<file path="config.mk">
export PLATFORM = sky130hd
export DESIGN_NAME = show_mode_sched
export DESIGN_NICKNAME = d
export VERILOG_FILES = /design/src/rtl/disp_mode_pkg.sv /design/src/rtl/rise_edge_det.sv /design/src/rtl/show_mode_sched.sv
export SDC_FILE = /design/constraint.sdc
export NUM_CORES = 1
export LEC_CHECK = 0
export ABC_CLOCK_PERIOD_IN_PS = 1450
export BUFFER_PORTS_ARGS = -buffer_cell sky130_fd_sc_hd__buf_4
export CAP_MARGIN = 20
export CORE_MARGIN = 2
export CORE_UTILIZATION = 48
export CTS_CLUSTER_SIZE = 24
export DETAILED_ROUTE_END_ITERATION = 10
export GPL_TIMING_DRIVEN = 0
export PLACE_DENSITY_LB_ADDON = 0.05
export SETUP_SLACK_MARGIN = 0.02
export SLEW_MARGIN = 25
export SYNTH_ARGS = -nofsm -noshare
export SYNTH_HDL_FRONTEND = slang
export SYNTH_SLANG_ARGS = --single-unit
</file>
<file path="constraint.sdc">
create_clock -name clk_25_i -period 1.45 [get_ports clk_25_i]
set_input_delay 0.29 -clock clk_25_i [delete_from_list [all_inputs] [get_ports clk_25_i]]
set_output_delay 0.29 -clock clk_25_i [all_outputs]
set_load 0.01 [all_outputs]
</file>
<file path="src/rtl/disp_mode_pkg.sv">
// Shared types and the next-mode helper for the display-mode scheduler.
`default_nettype none

package disp_mode_pkg;

  typedef enum logic [1:0] {
    MODE_DEFAULT = 2'd0,
    MODE_TIME    = 2'd1,
    MODE_WAVE    = 2'd2
  } disp_mode_t;

  typedef enum logic {
    S_HOLD = 1'b0,
    S_PEND = 1'b1
  } sched_state_t;

  // One step with wrap at mode_cnt; optionally hops over wave_mode (a single extra step at most).
  function automatic logic [1:0] next_mode(input logic [1:0] cur,
                                           input logic       skip_wave,
                                           input int         mode_cnt,
                                           input int         wave_mode);
    logic [1:0] n;
    n = (int'(cur) == mode_cnt - 1) ? 2'd0 : cur + 2'd1;
    if (skip_wave && (int'(n) == wave_mode)) begin
      n = (int'(n) == mode_cnt - 1) ? 2'd0 : n + 2'd1;
    end
    return n;
  endfunction

endpackage

`default_nettype wire

</file>
<file path="src/rtl/rise_edge_det.sv">
// 1-bit rising-edge detector; RST_VAL seeds the history so a level held through reset is not an edge.
`default_nettype none

module rise_edge_det #(
  parameter logic RST_VAL = 1'b1
) (
  input  logic clk_i,
  input  logic rst_i,
  input  logic d_i,
  output logic rise_o
);

  logic prev_q;

  always_ff @(posedge clk_i) begin
    if (rst_i) begin
      prev_q <= RST_VAL;
    end else begin
      prev_q <= d_i;
    end
  end

  assign rise_o = d_i & ~prev_q;

endmodule

`default_nettype wire

</file>
<file path="src/rtl/show_mode_sched.sv">
// Display-mode scheduler: manual and dwell-timed mode advances, committed only on frame_start_i.
`default_nettype none

module show_mode_sched
  import disp_mode_pkg::*;
#(
  parameter int MODE_CNT     = 3,
  parameter int INIT_MODE    = 0,
  parameter int WAVE_MODE    = 2,
  parameter int DWELL_FRAMES = 600
) (
  input  logic       clk_25_i,
  input  logic       rst_i,
  input  logic       frame_start_i,
  input  logic       btn_next_i,
  input  logic       auto_en_i,
  input  logic       adc_active_i,
  output logic [1:0] show_mode_o,
  output logic       mode_chg_o,
  output logic       pending_o
);

  localparam int                DW         = (DWELL_FRAMES > 1) ? $clog2(DWELL_FRAMES) : 1;
  localparam logic [DW-1:0]     DWELL_LAST = DW'(DWELL_FRAMES - 1);

  sched_state_t  state_q;
  logic [1:0]    mode_q;
  logic          mode_chg_q;
  logic [DW-1:0] dwell_q;

  logic          press;
  logic          dwell_exp;
  logic          advance;
  logic          skip_wave;
  logic [1:0]    mode_d;

  rise_edge_det #(
    .RST_VAL (1'b1)
  ) u_btn_edge (
    .clk_i  (clk_25_i),
    .rst_i  (rst_i),
    .d_i    (btn_next_i),
    .rise_o (press)
  );

  always_comb begin
    dwell_exp = auto_en_i && (dwell_q == DWELL_LAST);
    advance   = frame_start_i && ((state_q == S_PEND) || dwell_exp);
    // Skipping is an auto-cycle behaviour only; a queued manual advance always takes one plain step.
    skip_wave = (state_q == S_HOLD) && !adc_active_i;
    mode_d    = next_mode(mode_q, skip_wave, MODE_CNT, WAVE_MODE);
  end

  always_ff @(posedge clk_25_i) begin
    if (rst_i) begin
      state_q    <= S_HOLD;
      mode_q     <= 2'(INIT_MODE);
      mode_chg_q <= 1'b0;
      dwell_q    <= '0;
    end else begin
      mode_chg_q <= 1'b0;
      if (advance) begin
        mode_q     <= mode_d;
        mode_chg_q <= 1'b1;
        dwell_q    <= '0;
        // A press coinciding with a dwell-driven commit from S_HOLD is queued for the next frame.
        state_q    <= (state_q == S_HOLD && press) ? S_PEND : S_HOLD;
      end else begin
        if (press && state_q == S_HOLD) begin
          state_q <= S_PEND;
        end
        if (!auto_en_i) begin
          dwell_q <= '0;
        end else if (frame_start_i) begin
          dwell_q <= dwell_q + 1'b1;
        end
      end
    end
  end

  assign show_mode_o = mode_q;
  assign mode_chg_o  = mode_chg_q;
  assign pending_o   = (state_q == S_PEND);

endmodule

`default_nettype wire
</file>
Word level (Yosys, flattened, before mapping)
Cells that the tools add are included.
- flip-flop bits (word level): 15
- input port bits: 6
- logic and storage cells: 31
- $add $sub $neg: 3
- equality and inequality tests: 3
- muxes and demuxes: 7
- bitwise gates (word level): 4
- reduce and logical (&&, ||, !) cells: 9
- operator list (cell ; number):
    $add A10 B1 Y10 const B ; 1
    $eq A10 B10 Y1 const B ; 1
    $mux W2 ; 3
    $logic_and A1 B1 Y1 ; 5
    $add A2 B1 Y2 const B ; 2
    $eq A2 B2 Y1 const B ; 2
    $mux W1 ; 4
    $not A1 Y1 ; 3
    $reduce_or A3 Y1 ; 1
    $reduce_bool A2 Y1 ; 1
    $and A1 B1 Y1 ; 1
    $logic_not A1 Y1 ; 1
    $logic_or A1 B1 Y1 ; 1

Longest topological paths before layout
- depth in word-level cells: 5
- gate-level depth with buffers: 4

Cells and area by module
A second synthesis with hierarchy kept.
- cell total of the unflattened synthesis: 68
- area, all modules: 671.9 µm²
- by module, submodules not included (module ; times used ; cells each ; area each (µm²)):
    show_mode_sched ; 1 ; 65 ; 639.4
    rise_edge_det ; 1 ; 3 ; 32.5

Least setup slack after synthesis
OpenSTA, ideal clock, no wires.
- path kind: register to register
- from: register dwell_q[0]
- to: register dwell_q[8]
- arrival time: 1.372 ns
- required time: 1.364 ns
- path slack: -0.008 ns
- cell stages (with the launch flop): 5
- path buffers: 0
- period minus slack after synthesis: 1.458 ns
- path through: dfxtp_1 -> ha_1 -> nand3_1 -> or4_1 -> a211oi_1
- longest elaborated chain between the ends: 5
- elaborated cells between the ends (all ways): 6
- those cells by class: 1 x add/sub; 1 x eq/ne; 4 x reduce/logical
- RTL lines (element ; line ; text):
    from (decl) ; show_mode_sched.sv:29 ; logic [DW-1:0] dwell_q;
    from (signal assigned) ; show_mode_sched.sv:75 ; dwell_q <= dwell_q + 1'b1;
    branches (longest 5 deep; another with $add A10 B1 Y10) ; -- ;
Parallel ways; which one is timed is not known.
A chain may end at the register's enable or synchronous reset.

Worst setup path after layout
- from: register dwell_q[1]
- to: register mode_q[0] (netlist: show_mode_o[0])
- longest elaborated chain between the ends: 4
- RTL lines (element ; line ; text):
    $eq A10 B10 Y1 ; show_mode_sched.sv:47 ; dwell_exp = auto_en_i && (dwell_q == DWELL_LAST);
    $logic_and A1 B1 Y1 ; show_mode_sched.sv:47 ;
    $logic_or A1 B1 Y1 ; show_mode_sched.sv:48 ; advance = frame_start_i && ((state_q == S_PEND) || dwell_exp);
    $logic_and A1 B1 Y1 ; show_mode_sched.sv:48 ;
    to (signal assigned) ; show_mode_sched.sv:57 ; mode_q <= 2'(INIT_MODE);
    to (signal assigned) ; show_mode_sched.sv:63 ; mode_q <= mode_d;
    to (decl) ; show_mode_sched.sv:27 ; logic [1:0] mode_q;
No other way between the ends.

==> impl_metrics.csv <==
group,metric,value,unit
timing,clock-skew-final,0.00115,ns
hold_path,hold_path_class,"in -> reg",
clock_network,clockBufferDepth,2,
timing,setup_tns,0,ns
critical_path,reg2reg_from,"dwell_q[1]",
synth,syn_nets,80,
synth,synthTopCellsByCount,"15 x dfxtp_1, 7 x nor3_1, 4 x a211oi_1, 4 x nand2_1, 4 x o21ai_0",
timing,rsz0062_at_grt,"true",
grt,grt_pass1_vias,593,
die,dieHeight,42.3,um
timing,setup_viol_count_final,0,
critical_path,slowest_stage,"dfxtp_2",
place,dp_hpwl,1.01,mm
timing,finalCritPeriodShare,98.5,%
hold_path,hold_start,"btn_next_i",
timing,whs,0.193,ns
power,pwr_density_cell,795,nW/um2
synth,yosys-top-cells-area,"dfxtp_1 43%, nor3_1 5.0%, a211oi_1 4.3%, xor2_1 3.7%, nand4_2 3.6%",
clock_network,clk_latency,0.29,ns
clock_network,clock-sinks,15,
die,fp.dieArea,1790,um2
drt,via_count,612,
drt,dr.first_iter.drc_count,11,
power,finalPower,0.730,mW
critical_path,crit_family,"flip-flops",
timing,worst_slew_pin_slew,0.532,ns
critical_path,critical_path_class,"reg -> reg",
critical_path,critPathArrivalTime,1.61,ns
die,die_w,42.3,um
synth,synth_seq_area_share,42.6,%
drt,totalWireLength,1.57,mm
power,vdd_drop_max,0.565,mV
timing,final.min_clock_period,1.43,ns
critical_path,r2r_setup_slack,0.02,ns
flow_run,cap_violations,0,
hold_path,worstHoldPathCells,2,
layout,multi_input_area,438,um2
synth,post-synth-top-count-cell,"dfxtp_1",
synth,synth-xor-area-share,4.97,%
synth,synthArstFlopShare,0,%
timing,slew_headroom,64.5,%
synth,synth_edf_count,0,
layout,seq_area,309,um2
layout,nets,98,
die,num_rows,13,
clock_network,cts_root_buf,"clkbuf_4",
drt,postRouteAntennaNets,0,
critical_path,crit_buf_inv,0,
synth,ys_warn_count,0,
timing,hold_violations,0,
place,place_inst,97,
clock_network,clk_pin_slew,0.09,ns
synth,synth_compound_area_share,14.7,%
grt,grtUsageTotal,19.4,%
drt,routed_via_density,5.83,
drt,drtPass1Iterations,4,
critical_path,reg2reg_to,"show_mode_o[0]",
critical_path,crit_required,1.64,ns
grt,antenna_found_initial,0,
timing,final_max_slew_viol_count,0,
power,p_leak,0.325,nW
grt,grt_pass1_wl,2.53,mm
synth,synth_top_area_share,42.6,%
layout,fillerInstances,109,
layout,layout-drive-gt1-share,40.0,%
drt,drc,0,
hold_path,worstHoldEndpoint,"u_btn_edge.prev_q",
synth,synthMuxAreaShare,4.62,%
critical_path,cp_max_fo,4,
clock_network,cts_tree,"built",
critical_path,r2r.worst_path.cells,4,
layout,area.growth.synth_to_final,30.4,%
synth,synth_top_family_by_area,"simple AND/OR/NAND/NOR gates",
clock_network,htree_levels,1,
synth,yosys.area_share.simple,29.1,%
drt,wl_per_cell,14.9,um
die,io_pins,10,
critical_path,crit_chain,"ha_4, nand4b_1, o31a_1, mux2_2",
grt,grt_overflow,0,
layout,insertedDiodeCount,0,
place,place_congestion,0.713,
synth,syn_area_per_cell,9.65,um2
synth,synthAdderAreaFrac,1.78,%
synth,synthFlopType,"dfxtp_1",
critical_path,worst_path_largest_cell_delay,0.37,ns
synth,synth_seq_cells,15,
clock_network,numCtsBuffers,3,
die,core_region_area,1330,um2
place,port_buffers,9,
synth,synth_cells,73,
layout,fin_cells,105,
outcome,outcome,"finished, final reports clean",
grt,grt_max_degree,11,
synth,yosysUniqueCellTypes,31,
critical_path,end_kind,"register",
synth,synth_area,704,um2
critical_path,cp-start-kind,"register",
synth,yosysTopAreaCell,"dfxtp_1",
die,start_util,52.8,%
timing,max_freq,700,MHz
## per-layer routing
metal	track usage, %	vias to the layer above	share of wire [%]
li1	-	310	-
met1	22.0	289	47
met2	31.4	9	48
met3	6.47	4	2.4
met4	11.3	0	2.3
met5	0	-	0
## timing repair
item,CTS,global route
gates resized for setup,4,7
hold buffers,0,0
hold endpoints to repair,0,0
setup buffers,2,2
endpoints found under the setup margin,11,12
pin swaps,1,4
cloned,0,0
## metrics by stage
| stage | utilization, % | worst slack [ns] | cell area, um2 |
|---|---|---|---|
| 2_1_floorplan | - | 0.0459 | 709 |
| 3_3_place_gp | 59.7 | -0.181 | 796 |
| 3_5_place_dp | 59.7 | -0.210 | 796 |
| 4_1_cts | 64.4 | -0.000900 | 860 |
| 5_1_grt | 68.9 | -0.0288 | 918 |
| 6_report | 68.9 | 0.0217 | 918 |
## worst max path at each step
| stage | depth (start not counted) | start | slack [ns] | endpoint |
|---|---|---|---|---|
| floorplan | 4 | dwell_q[0] | 0.05 | dwell_q[8] |
| global placement | 5 | frame_start_i | -0.18 | dwell_q[0] |
| detailed placement | 5 | frame_start_i | -0.21 | dwell_q[5] |
| CTS | 4 | dwell_q[1] | -0.0009 | show_mode_o[0] |
| global route | 4 | dwell_q[1] | -0.03 | show_mode_o[0] |
| finish | 4 | dwell_q[1] | 0.02 | show_mode_o[0] |
## placed cells by master, fill, tap and decap left out, drive strengths merged
| cell | Yosys | final |
|---|---|---|
| xor2 | 3 | 3 |
| clkinv | 0 | 1 |
| o31a | 1 | 1 |
| nand4b | 1 | 1 |
| or4 | 2 | 2 |
| nand2 | 4 | 4 |
| nand4 | 4 | 4 |
| mux2 | 2 | 2 |
| dfxtp | 15 | 15 |
| ha | 1 | 1 |
| nor3 | 7 | 7 |
| clkbuf | 0 | 3 |
| o21ai | 4 | 4 |
| nor2b | 3 | 3 |
| inv | 1 | 1 |
| nand3 | 2 | 2 |
| a21oi | 1 | 1 |
| nand3b | 1 | 1 |
| o31ai | 3 | 3 |
| a211oi | 5 | 5 |
| or3 | 3 | 3 |
| nand2b | 1 | 1 |
| buf | 2 | 15 |
| or2 | 1 | 1 |
| mux2i | 1 | 1 |
| nor2 | 3 | 3 |
| nand4bb | 1 | 1 |
| xnor2 | 1 | 1 |
## kinds of logic (layout without fill, tap and decap cells)
kind of cell | Yosys count | in the layout
simple gates | 33 | 33
flops | 15 | 15
mux | 3 | 3
xor+xnor | 4 | 4
buf+inv | 3 | 20
compound gates | 14 | 14
fa+ha+maj | 1 | 1
## where the power goes
part	total, mW	switching [mW]	internal (mW)
Combinational	0.0584	0.0287	0.0296
Sequential	0.422	0.00441	0.418
Clock	0.250	0.147	0.103
Total	0.730	0.180	0.550
## area by class of cell
type                       instances  area share (%)
buffer                             2            1.23
clock buffer                       3            2.45
clock inverter                     1           0.545
inverter                           1           0.409
multi-input combinational         55            47.7
sequential                        15            33.7
tap                               15            2.04
timing repair buffer              13            12.0
## sequential cells by signal, summed over array words and instances, names as in the netlist
register / flops
u_btn_edge.prev_q: 1
dwell_q: 10
pending_o: 1
show_mode_o: 2
mode_chg_o: 1
(Power assumes the default switching activity.)
